--- config.mk ---
export PLATFORM = sky130hd
export DESIGN_NAME = logic_exec_stage
export DESIGN_NICKNAME = d
export VERILOG_FILES = /design/src/rtl/logic_exec_stage.sv
export SDC_FILE = /design/constraint.sdc
export NUM_CORES = 1
export LEC_CHECK = 0
export CAP_MARGIN = 0
export CORE_ASPECT_RATIO = 0.8
export CORE_MARGIN = 1.5
export CORE_UTILIZATION = 45
export CTS_BUF_LIST = sky130_fd_sc_hd__clkbuf_4 sky130_fd_sc_hd__clkbuf_8
export CTS_CLUSTER_DIAMETER = 50
export DETAILED_ROUTE_END_ITERATION = 10
export PLACE_DENSITY = 0.75
export SETUP_SLACK_MARGIN = 0.15
export SLEW_MARGIN = 25
export SYNTH_ARGS = -nofsm -noshare
export SYNTH_HDL_FRONTEND = slang
export SYNTH_SLANG_ARGS = --single-unit
--- constraint.sdc ---
create_clock -name clk -period 3.02 [get_ports clk]
set_clock_uncertainty 0.2 [all_clocks]
set_input_delay 0.453 -clock clk [delete_from_list [all_inputs] [get_ports clk]]
set_output_delay 0.453 -clock clk [all_outputs]
set_load 0.02 [all_outputs]
--- src/rtl/logic_exec_stage.sv ---
// logic_exec_stage: execute-stage wrapper around the 8-bit MIPS logic unit
// (AND/OR/XOR/NOR). Tokens travel SKID -> OP -> RES. OP feeds the external
// logic unit through lu_*. RES registers the result toward writeback.
//
// Optional feature macro: LOGIC_EXEC_FLAGS_EN
//   When defined, adds the out_zero and out_parity outputs. Both are
//   registered alongside RES.
//   When undefined, those ports and their logic are absent.
//
// Handshake rules (both ports):
//   - A transfer happens on a rising edge where valid & ready are both 1.
//   - A producer holding valid keeps its payload stable until that transfer.
//   - out_valid never depends combinationally on out_ready.
//   - in_ready is a register, gated combinationally only by flush.
module logic_exec_stage #(
  parameter int WIDTH = 8,
  parameter int SEL_W = 2,
  parameter int RD_W  = 3,
  parameter int CNT_W = 16
) (
  input  logic             clk,
  input  logic             rst_n,
  input  logic             flush,
  input  logic             in_valid,
  output logic             in_ready,
  input  logic [WIDTH-1:0] in_a,
  input  logic [WIDTH-1:0] in_b,
  input  logic [SEL_W-1:0] in_sel,
  input  logic [RD_W-1:0]  in_rd,
  output logic [WIDTH-1:0] lu_a,
  output logic [WIDTH-1:0] lu_b,
  output logic [SEL_W-1:0] lu_sel,
  input  logic [WIDTH-1:0] lu_result,
  output logic             out_valid,
  input  logic             out_ready,
  output logic [WIDTH-1:0] out_result,
  output logic [RD_W-1:0]  out_rd,
  output logic [CNT_W-1:0] op_count
`ifdef LOGIC_EXEC_FLAGS_EN
  ,
  output logic             out_zero,
  output logic             out_parity
`endif
);

  // Skid buffer: catches a token accepted while OP is blocked.
  logic             skid_v;
  logic [WIDTH-1:0] skid_a;
  logic [WIDTH-1:0] skid_b;
  logic [SEL_W-1:0] skid_sel;
  logic [RD_W-1:0]  skid_rd;

  // Operand register: drives the logic unit directly.
  logic             op_v;
  logic [WIDTH-1:0] op_a;
  logic [WIDTH-1:0] op_b;
  logic [SEL_W-1:0] op_sel;
  logic [RD_W-1:0]  op_rd;

  // Result register: presented to writeback.
  logic             res_v;
  logic [WIDTH-1:0] res_result;
  logic [RD_W-1:0]  res_rd;

  logic             ready_q;
  logic [CNT_W-1:0] count_q;

  // Movement decisions for this cycle.
  logic in_fire;
  logic out_fire;
  logic res_load;
  logic op_load;
  logic op_from_skid;
  logic op_from_in;
  logic skid_push;
  logic skid_v_next;

  // Decide where every token moves this cycle.
  always_comb begin
    in_fire      = in_valid & in_ready;
    out_fire     = res_v & out_ready;
    // RES can take a new value when empty or when its token is leaving.
    res_load     = ~res_v | out_ready;
    // OP can take a new value when empty or when its token moves into RES.
    op_load      = ~op_v | res_load;
    // The skid token is older than anything at the port, so it goes first.
    op_from_skid = op_load & skid_v;
    op_from_in   = op_load & ~skid_v & in_fire;
    // An accepted token that cannot reach OP parks in the skid buffer.
    skid_push    = in_fire & ~op_load;
    if (flush) begin
      skid_v_next = 1'b0;
    end else if (skid_push) begin
      skid_v_next = 1'b1;
    end else if (op_from_skid) begin
      skid_v_next = 1'b0;
    end else begin
      skid_v_next = skid_v;
    end
  end

  // Valid bits for the three storage stages. Flush clears them all on one edge.
  always_ff @(posedge clk or negedge rst_n) begin
    if (!rst_n) begin
      skid_v <= 1'b0;
      op_v   <= 1'b0;
      res_v  <= 1'b0;
    end else if (flush) begin
      skid_v <= 1'b0;
      op_v   <= 1'b0;
      res_v  <= 1'b0;
    end else begin
      skid_v <= skid_v_next;
      if (op_load) begin
        op_v <= op_from_skid | op_from_in;
      end
      if (res_load) begin
        res_v <= op_v;
      end
    end
  end

  // Registered ready tracks skid occupancy.
  // It stays 0 in reset and rises on the first edge after release.
  always_ff @(posedge clk or negedge rst_n) begin
    if (!rst_n) begin
      ready_q <= 1'b0;
    end else begin
      ready_q <= ~skid_v_next;
    end
  end

  // Skid payload capture. Flush leaves the data registers untouched.
  always_ff @(posedge clk or negedge rst_n) begin
    if (!rst_n) begin
      skid_a   <= '0;
      skid_b   <= '0;
      skid_sel <= '0;
      skid_rd  <= '0;
    end else if (!flush && skid_push) begin
      skid_a   <= in_a;
      skid_b   <= in_b;
      skid_sel <= in_sel;
      skid_rd  <= in_rd;
    end
  end

  // Operand payload: from skid when it holds a token, otherwise from the port.
  always_ff @(posedge clk or negedge rst_n) begin
    if (!rst_n) begin
      op_a   <= '0;
      op_b   <= '0;
      op_sel <= '0;
      op_rd  <= '0;
    end else if (!flush) begin
      if (op_from_skid) begin
        op_a   <= skid_a;
        op_b   <= skid_b;
        op_sel <= skid_sel;
        op_rd  <= skid_rd;
      end else if (op_from_in) begin
        op_a   <= in_a;
        op_b   <= in_b;
        op_sel <= in_sel;
        op_rd  <= in_rd;
      end
    end
  end

  // Result payload: sample the logic unit whenever RES is free to change.
  // This holds the value stable under backpressure.
  always_ff @(posedge clk or negedge rst_n) begin
    if (!rst_n) begin
      res_result <= '0;
      res_rd     <= '0;
    end else if (!flush && res_load) begin
      res_result <= lu_result;
      res_rd     <= op_rd;
    end
  end

  // Completed-operation counter. It wraps naturally.
  // A handshake coinciding with flush does not count.
  always_ff @(posedge clk or negedge rst_n) begin
    if (!rst_n) begin
      count_q <= '0;
    end else if (out_fire && !flush) begin
      count_q <= count_q + CNT_W'(1);
    end
  end

`ifdef LOGIC_EXEC_FLAGS_EN
  logic zero_q;
  logic parity_q;

  // Result flags travel with RES and hold with it under backpressure.
  always_ff @(posedge clk or negedge rst_n) begin
    if (!rst_n) begin
      zero_q   <= 1'b0;
      parity_q <= 1'b0;
    end else if (!flush && res_load) begin
      zero_q   <= (lu_result == '0);
      parity_q <= ^lu_result;
    end
  end

  assign out_zero   = zero_q;
  assign out_parity = parity_q;
`endif

  assign in_ready   = ready_q & ~flush;
  assign lu_a       = op_a;
  assign lu_b       = op_b;
  assign lu_sel     = op_sel;
  assign out_valid  = res_v;
  assign out_result = res_result;
  assign out_rd     = res_rd;
  assign op_count   = count_q;

endmodule
==> summary.txt <==
# resized after CTS - 0
f_max - 0.401 GHz
CTS clock-pin slew for the worst setup and hold paths - 70 ps
Overall Global Routing Usage - 18.4%
Synth warnings - 0
Worst Setup EP - in_ready
area share of the largest cell type after synthesis - 59.7%
synthesis-to-finish area growth - 35.8%
fin util - 64.2%
power share of the sequential group - 47.2%
post-synth top area cell - dfrtp_1
Seq cells post-synth - 73
routed via count - 2058
final instance area - 0.00416 mm^2
Tmin final - 2500 ps
DIE HEIGHT - 76.8 um
WP data arrival - 1840 ps
first-pass GRT wire length - 10300 um
GRT met3 Usage - 7.54%
post-synthesis sequential area ratio - 59.7%
post-synthesis instance area - 0.00306 mm^2
Total Power - 0.00247 W
Setup Buffers After CTS - 0
DR WL/cell - 14.6 um
Top Ports - 81
Critical R2R Capture - skid_b[0]
worst min path class - input pin to async pin
Avg Vias per Cell - 5.04
pwr dens - 595 mW/mm^2
die area - 0.00731 mm^2
core area - 0.00647 mm^2
Critical Path Source - flush
worst skew pair latency - 330 ps
Hold Violations, Final - 0
vias in the first global route - 2075
net switching power figure - 0.000630 W
post-route ant nets - 0
Port Buffers - 80
post-DP HPWL - 4050 um
most frequent cells in the layout - clkdlybuf4s50_1, dfrtp_1, mux2_2, nor2_1, a21oi_1
critical path type - input pin to output port
Comb pwr share - 19.0%
CTS H-Tree Depth - 3
Startpoint Class - input pin
initial antenna violation count - 0
most common cell after layout, fill and taps aside - clkdlybuf4s50_1
worst-path fanout max - 5
Net Count, Synth - 269
Layout fillers - 527
unrepaired setup endpoints after global routing - no
M1 GR Usage - 24.4%
setup TNS - 0 ps
outcome - completed
Placer Congestion - 0.725
Detailed Route WL - 5970 um
reg2reg start - out_valid
Syn Inst Count - 234
CP endpoint kind - output port
LEAKAGE - 1.77 nW
M2 GR Usage - 27.7%
DP Area - 0.00394 mm^2
Synth cell types - 27
CTS buffer count - 9
# rows - 26
DRC Markers - 0
CTS tree - done
# hold bufs at CTS - 0
GRT Residual Overflow - 0
worst slew pin tran - 918 ps
n_diodes - 0
CP Data Required Time - 2370 ps
worst r2r path cells - 5
1st-pass router iterations - 4
Avg Inst Size Synth - 13.1 um^2
layout cells sized above 1 - 18.2%
maximum vdd drop - 0.397 mV
Top Usage Layer GRT - met2
nets - 354
initial core utilization - 47.3%
Root Driver - clkbuf_8
drt first-iter violations - 97
maxcap violations - 0
Slew Limit Fails - 0
sw frac - 25.5%
R2R setup slack - 1100 ps
largest net degree at the start of global routing - 74
internal cell power - 0.00184 W
final setup violation count - 0
clk sinks - 73
die width - 95.2 um
Period Utilization, post-route - 82.6%
Slew headroom - 38.8%
deepest clock path buffer count - 2
largest cells by area after synthesis - dfrtp_1, mux2_2, mux2i_1, a21oi_1, nor2_1
clock power share - 33.7%
==> registers in the layout, indices dropped and copies added, names as in the netlist <==
register	cells
out_valid	1
lu_a	8
skid_sel	2
skid_b	8
skid_v	1
lu_b	8
op_count	16
out_result	8
skid_a	8
out_rd	3
lu_sel	2
ready_q	1
op_rd	3
skid_rd	3
op_v	1
==> final cells by class <==
class | instances | area, um^2 | share of cell area [%]
clock inverters | 3 | 65.1 | 1.57
repair buffers | 85 | 836 | 20.1
clock buffers | 13 | 154 | 3.70
flip-flops and latches | 73 | 1830 | 44.0
multi-input cells | 148 | 1160 | 27.9
well taps | 84 | 105 | 2.53
inverters | 2 | 7.51 | 0.181
==> critical path: stages <==
cell and delay, ps:
clkdlybuf4s50_1 520, nor2b_1 230, clkdlybuf4s50_1 640
==> cell usage after synthesis, drive strengths merged <==
cell    count
inv         2
clkbuf      1
buf        10
mux2i      21
mux2       33
nand3       6
nand2       5
nand4b      1
nor2b       2
and4        1
a211oi      1
nor2       27
xor2        4
a21oi      23
ha          1
nand3b      1
nor4        1
and2        2
xnor2      11
nor3        4
nand4       4
dfrtp      73
==> per-layer routing <==
layer,share of wire (%),vias up
met4,0.89,0
met5,0,-
met1,47,1007
met2,46,65
li1,-,979
met3,6.1,7
==> power by group through the flow <==
stage / clock, W / combinational (W) / sequential (W)
CTS: 0.000861 / 0.000479 / 0.00117
floorplan: 0 / 0.000136 / 0.00126
global route: 0.000908 / 0.000510 / 0.00118
detailed placement: 0 / 0.000477 / 0.00118
finish: 0.000833 / 0.000471 / 0.00117
global placement: 0 / 0.000468 / 0.00118
==> stage by stage <==
stage / std cells / hold slack [ps] / setup slack, ps
floorplan: 234 / -42.6 / 1200
global placement: 392 / 267 / 568
detailed placement: 392 / 279 / 540
CTS: 408 / 78.3 / 531
global route: 408 / 119 / 493
finish: 408 / 43.9 / 525
==> cells by family after synthesis <==
| group | share of synthesized area, % |
|---|---|
| DFF | 59.7 |
| muxes | 19.0 |
| and+or+nand+nor | 9.81 |
| AOI/OAI and AO/OA | 4.17 |
| xor gates and xnor gates | 4.29 |
| buffers and inverters | 2.62 |
| adders and majority gates | 0.409 |
==> worst min path at each step <==
| stage | start | cells past startpoint | endpoint |
|---|---|---|---|
| final | rst_n | 1 | lu_sel[0] |
| after CTS | rst_n | 1 | lu_a[0] |
| after global routing | rst_n | 1 | skid_b[3] |
| after floorplan | rst_n | 0 | lu_a[0] |
| after detailed placement | skid_b[3] | 1 | skid_b[3] |
| after global placement | skid_b[3] | 1 | skid_b[3] |
No activity file was read; power rests on OpenSTA's default activity.
